### config.mk
export PLATFORM = sky130hd
export DESIGN_NAME = dmem_responder
export DESIGN_NICKNAME = d
export VERILOG_FILES = /design/src/rtl/dmem_pkg.sv /design/src/rtl/dmem_array.sv /design/src/rtl/dmem_responder.sv
export SDC_FILE = /design/constraint.sdc
export NUM_CORES = 2
export LEC_CHECK = 0
export CAP_MARGIN = 15
export CELL_PAD_IN_SITES_DETAIL_PLACEMENT = 0
export CELL_PAD_IN_SITES_GLOBAL_PLACEMENT = 1
export CORE_UTILIZATION = 25
export DETAILED_ROUTE_END_ITERATION = 10
export HOLD_SLACK_MARGIN = 0.15
export PLACE_DENSITY = 0.41
export SYNTH_ARGS = -nofsm -noshare
export SYNTH_HDL_FRONTEND = slang
export SYNTH_SLANG_ARGS = --single-unit
### constraint.sdc
create_clock -name Clk -period 4.6 [get_ports Clk]
set_input_delay 0.46 -clock Clk [delete_from_list [all_inputs] [get_ports Clk]]
set_output_delay 0.46 -clock Clk [all_outputs]
set_load 0.01 [all_outputs]
### src/rtl/dmem_pkg.sv
// Shared definitions for the data-memory responder: FSM encoding, RAM power-up word, wait-counter width.
package dmem_pkg;
  typedef enum logic {IDLE = 1'b0, BUSY = 1'b1} state_e;
  localparam logic [31:0] DMEM_INIT_WORD = 32'hFFFFFFFF;
  localparam int          WAIT_W         = 4;
endpackage

### src/rtl/dmem_array.sv
// DEPTH x 32 data RAM: synchronous write, registered read (clearable), combinational debug read.
module dmem_array
  import dmem_pkg::*;
#(
  parameter int ADDR_W = 6
) (
  input  logic              gclk,
  input  logic              grst_n,
  input  logic              i_we,
  input  logic [ADDR_W-1:0] i_waddr,
  input  logic [31:0]       i_wdata,
  input  logic              i_re,
  input  logic              i_rzero,
  input  logic [ADDR_W-1:0] i_raddr,
  output logic [31:0]       o_rdata,
  input  logic [ADDR_W-1:0] i_dbg_addr,
  output logic [31:0]       o_dbg_data
);
  localparam int DEPTH = 1 << ADDR_W;

  // Power-up contents only; reset never clears storage.
  logic [31:0] r_mem [DEPTH] = '{default: DMEM_INIT_WORD};
  logic [31:0] r_rdata;

  always_ff @(posedge gclk) begin
    if (i_we) r_mem[i_waddr] <= i_wdata;
  end

  // Read register is the load-data hold register; it keeps its value between loads.
  always_ff @(posedge gclk or negedge grst_n) begin
    if (!grst_n)   r_rdata <= '0;
    else if (i_re) r_rdata <= i_rzero ? '0 : r_mem[i_raddr];
  end

  assign o_rdata    = r_rdata;
  assign o_dbg_data = r_mem[i_dbg_addr];
endmodule

### src/rtl/dmem_responder.sv
// Data-memory responder: single outstanding req/ready/rvalid access with WAIT_CYCLES wait states.
// Optional misaligned-access check enabled by defining DMEM_ALIGN_CHECK_EN.
module dmem_responder
  import dmem_pkg::*;
#(
  parameter int ADDR_W      = 6,
  parameter int WAIT_CYCLES = 2
) (
  input  logic              Clk,
  input  logic              reset,
  input  logic              req,
  input  logic              we,
  input  logic [31:0]       addr,
  input  logic [31:0]       wdata,
  output logic              ready,
  output logic              rvalid,
  output logic [31:0]       rdata,
  input  logic [ADDR_W-1:0] dbg_addr,
  output logic [31:0]       dbg_data,
  output logic              err
);
  state_e              r_state, w_state_nxt;
  logic [WAIT_W-1:0]   r_cnt, w_cnt_nxt;
  logic                r_we, r_mis, r_rvalid;
  logic [ADDR_W-1:0]   r_idx;
  logic [31:0]         r_wdata;
  logic                w_accept, w_commit, w_mis_in;
  logic                w_unused_addr;

  assign w_unused_addr = ^{addr[31:ADDR_W+2], addr[1:0]};

`ifdef DMEM_ALIGN_CHECK_EN
  assign w_mis_in = (addr[1:0] != 2'b00);
`else
  assign w_mis_in = 1'b0;
`endif

  always_comb begin
    w_state_nxt = r_state;
    w_cnt_nxt   = r_cnt;
    w_accept    = 1'b0;
    w_commit    = 1'b0;
    case (r_state)
      IDLE: if (req) begin
        w_accept    = 1'b1;
        w_cnt_nxt   = WAIT_W'(WAIT_CYCLES);
        w_state_nxt = BUSY;
      end
      BUSY: if (r_cnt == '0) begin
        w_commit    = 1'b1;
        w_state_nxt = IDLE;
      end else begin
        w_cnt_nxt   = r_cnt - 1'b1;
      end
      default: w_state_nxt = IDLE;
    endcase
  end

  always_ff @(posedge Clk or negedge reset) begin
    if (!reset) begin
      r_state  <= IDLE;
      r_cnt    <= '0;
      r_rvalid <= 1'b0;
    end else begin
      r_state  <= w_state_nxt;
      r_cnt    <= w_cnt_nxt;
      r_rvalid <= w_commit;
    end
  end

  always_ff @(posedge Clk or negedge reset) begin
    if (!reset) begin
      r_we    <= 1'b0;
      r_mis   <= 1'b0;
      r_idx   <= '0;
      r_wdata <= '0;
    end else if (w_accept) begin
      r_we    <= we;
      r_mis   <= w_mis_in;
      r_idx   <= addr[ADDR_W+1:2];
      r_wdata <= wdata;
    end
  end

`ifdef DMEM_ALIGN_CHECK_EN
  logic r_err;
  always_ff @(posedge Clk or negedge reset) begin
    if (!reset) r_err <= 1'b0;
    else        r_err <= w_commit & r_mis;
  end
  assign err = r_err;
`else
  assign err = 1'b0;
`endif

  // A misaligned store is dropped; a misaligned load returns zero.
  dmem_array #(.ADDR_W(ADDR_W)) u_array (
    .gclk       (Clk),
    .grst_n     (reset),
    .i_we       (w_commit & r_we & ~r_mis),
    .i_waddr    (r_idx),
    .i_wdata    (r_wdata),
    .i_re       (w_commit & ~r_we),
    .i_rzero    (r_mis),
    .i_raddr    (r_idx),
    .o_rdata    (rdata),
    .i_dbg_addr (dbg_addr),
    .o_dbg_data (dbg_data)
  );

  assign ready  = (r_state == IDLE);
  assign rvalid = r_rvalid;
endmodule
==> flow_metrics.env <==
export IMPL_antenna_found_initial=54
export IMPL_cts_resized_gates=0
export IMPL_synth_top_area_share_pct=63.2
export IMPL_status="completed"
export IMPL_drt_pre_antenna_iters=8
export IMPL_fmax_mhz=231
export IMPL_clk_pin_slew_worst_paths_ps=60
export IMPL_required_ps=4140
export IMPL_holdWs_ps=213
export IMPL_yosysWarnings=0
export IMPL_worst_pin_slew_ps=1290
export IMPL_finalSetupViolations=0
export IMPL_drive_above_1_share_pct=31.9
export IMPL_hpwl_um=317000
export IMPL_rows=228
export IMPL_grt_pass1_vias=64400
export IMPL_drtIter0Drc=9256
export IMPL_clockRootBuffer="clkbuf_16"
export IMPL_drt_total_wl_um=503000
export IMPL_path_class="input port to primary output"
export IMPL_path_max_fanout=33
export IMPL_powerDensity_nw_per_um2=598
export IMPL_synth_edff_count=2048
export IMPL_min_path_type="input port to register"
export IMPL_track_usage_pct=25.2
export IMPL_start_util_pct=25.2
export IMPL_clock_latency_ps=910
export IMPL_synth_cell_types=72
export IMPL_syn_mean_instance_area_um2=17.9
export IMPL_syn_area_um2=97300
export IMPL_rrSetupSlack_ps=620
export IMPL_tns_ps=0
export IMPL_area_growth_pct=20.8
export IMPL_tritoncts="yes"
export IMPL_cp_end_kind="primary output"
export IMPL_drc=0
export IMPL_cap_violations=0
export IMPL_grt_ovfl_total=0
export IMPL_place_congestion=0.832
export IMPL_hold_path_startpoint="wdata[25]"
export IMPL_max_vdd_ir_drop_mv=0.468
export IMPL_synthArstFlopShare_pct=3.62
export IMPL_core_area_um2=387000
export IMPL_die_w_um=626
export IMPL_die_area_um2=392000
export IMPL_synth_cells=5441
export IMPL_nNetsFinal=5957
export IMPL_timing_slew_headroom_pct=13.6
export IMPL_numCtsBuffers=269
export IMPL_clock_path_buffers=4
export IMPL_io_buffers=113
export IMPL_routedWlPerCell_um=44.6
export IMPL_p_leak_nw=36.8
export IMPL_antenna_left=0
export IMPL_synth_top_area_cell="edfxtp_1"
export IMPL_regToRegStartpoint="r_cnt[0]"
export IMPL_slew_violations=0
export IMPL_finalHoldViolations=0
export IMPL_clkSinkCount=2125
export IMPL_arrival_ps=3870
export IMPL_placed_area_um2=109000
export IMPL_fin_skew_ps=49.2
export IMPL_synthesis_nets=5516
export IMPL_final_core_util_pct=30.4
export IMPL_rr_endpoint="u_array.r_mem[33][1]"
export IMPL_start_kind="input port"
export IMPL_dr_total_vias=64500
export IMPL_grt_pass1_wl_um=655000
export IMPL_h_tree_depth=5
export IMPL_grt_max_degree=68
export IMPL_r2r_cells=7
export IMPL_holdPathEnd="r_wdata[25]"
export IMPL_synth_area_leaders="edfxtp_1, mux4_2, mux2i_1"
export IMPL_via_per_inst=5.72
export IMPL_fin_crit_ps=4330
export IMPL_synth_ff_type="edfxtp_1"
export IMPL_ios=141
export IMPL_die_h_um=626
export IMPL_ys_ff_latch=2125
export IMPL_fin_area_um2=118000
export IMPL_hold_depth=3
export IMPL_yosysSeqAreaShare_pct=65.2
export IMPL_rsz0062_at_grt="false"
export IMPL_min_period_over_period_pct=94.1
==> registers in the layout, summed over array words and instances (netlist names) <==
signal           flops
r_idx                6
r_we                 1
r_state              1
r_wdata             32
rvalid               1
r_cnt                4
u_array.o_rdata     32
u_array.r_mem     2048
==> power breakdown <==
group          internal (mW)  switching [mW]
sequential              24.3            1.76
clock                   12.0            8.88
combinational           7.24            16.1
==> worst max-delay path by stage <==
stage,startpoint,endpoint,slack (ps),cells after the start
after floorplan,r_idx[0],u_array.r_mem[14][0],1250,7
after global placement,dbg_addr[0],dbg_data[22],200,10
after detailed placement,dbg_addr[0],dbg_data[22],220,10
after CTS,dbg_addr[0],dbg_data[22],220,10
after global routing,dbg_addr[0],dbg_data[22],190,10
final,dbg_addr[0],dbg_data[22],270,10
==> final cells by class <==
cell class,count,area (µm²)
Fill cell,37700,269000
Sequential cell,2125,63500
Multi-Input combinational cell,2833,32200
Clock buffer,354,7370
Timing Repair Buffer,646,6900
Tap cell,5175,6470
Clock inverter,130,1070
Inverter,7,43.8
Antenna cell,12,30.0
==> synth_stat cells, types with 4 or more instances <==
master / number
nand4_1: 9
buf_2: 169
a221o_1: 65
mux2_1: 11
or2_2: 4
buf_6: 19
o2bb2ai_1: 13
a22oi_1: 234
o21ai_1: 4
edfxtp_1: 2048
and3_1: 9
o22a_1: 21
and2_1: 7
o21ai_0: 160
nand2b_1: 9
o22ai_1: 117
inv_1: 5
nand3_1: 44
or3_1: 5
a211oi_1: 8
mux2i_1: 250
a31oi_1: 25
a222oi_1: 24
dfrtp_1: 77
a22o_1: 36
o221ai_1: 11
nor2b_1: 13
a221oi_1: 187
buf_4: 48
o32a_1: 19
o211ai_1: 27
a41oi_1: 7
a21oi_1: 149
and4_1: 4
buf_1: 59
o2111ai_1: 8
nand2_1: 206
mux4_2: 727
clkbuf_1: 178
nor3_1: 6
mux2_2: 164
nor2_1: 208
==> per-stage QoR <==
stage | setup WS (ps) | power [mW] | instances
floorplan | 1250 | 36.7 | 5441
global placement | 201 | 49.7 | 10800
detailed placement | 219 | 49.7 | 10800
CTS | 215 | 70.7 | 11300
global route | 188 | 72.1 | 11300
finish | 270 | 70.3 | 11300
==> layer usage <==
layer  vias to the layer above  routed length (µm)  track usage (%)
met5                         -                  21                0
met4                         4               22500             9.86
met2                      3364              230000             39.7
met1                     36200              216000             34.8
met3                       742               35100             3.86
li1                      24300                   -                -
==> cells in the final DEF, fill, tap and decap left out, types with 104 or more instances in the layout <==
cell             instances
o21ai_0                160
edfxtp_1              2048
clkdlybuf4s50_1        104
clkbuf_16              277
a22oi_1                234
nand2_1                204
buf_12                 137
mux4_2                 727
mux2_2                 164
o22ai_1                117
nor2_1                 134
buf_4                  376
a21oi_1                149
a221oi_1               187
mux2i_1                250
==> what timing repair did <==
| action | CTS | global route |
|---|---|---|
| buffers inserted | 0 | 0 |
| hold buffers | 20 | 0 |
| endpoints found under the hold margin | 95 | 0 |
==> worst max-delay path: stages <==
cell	delay, ps
buf_8	170
buf_12	250
buf_12	330
buf_4	300
mux4_2	540
mux4_2	510
o22ai_1	190
nor2_1	260
buf_4	220
clkdlybuf4s50_1	470
==> kinds of logic (layout without fill, tap and decap cells) <==
family / count (synthesis) / count (layout) / synth area share (%)
AO/OA/AOI/OAI: 1136 / 1136 / 8.47
adder cells (fa/ha/maj): 1 / 1 / 0.0129
buffers and inverters: 483 / 1137 / 2.46
flip-flops: 2125 / 2125 / 65.2
multiplexers: 1153 / 1153 / 21.4
other: 1 / 13 / 0.00385
AND/OR/NAND/NOR: 542 / 542 / 2.42
Power figures use the tool's default switching activity.
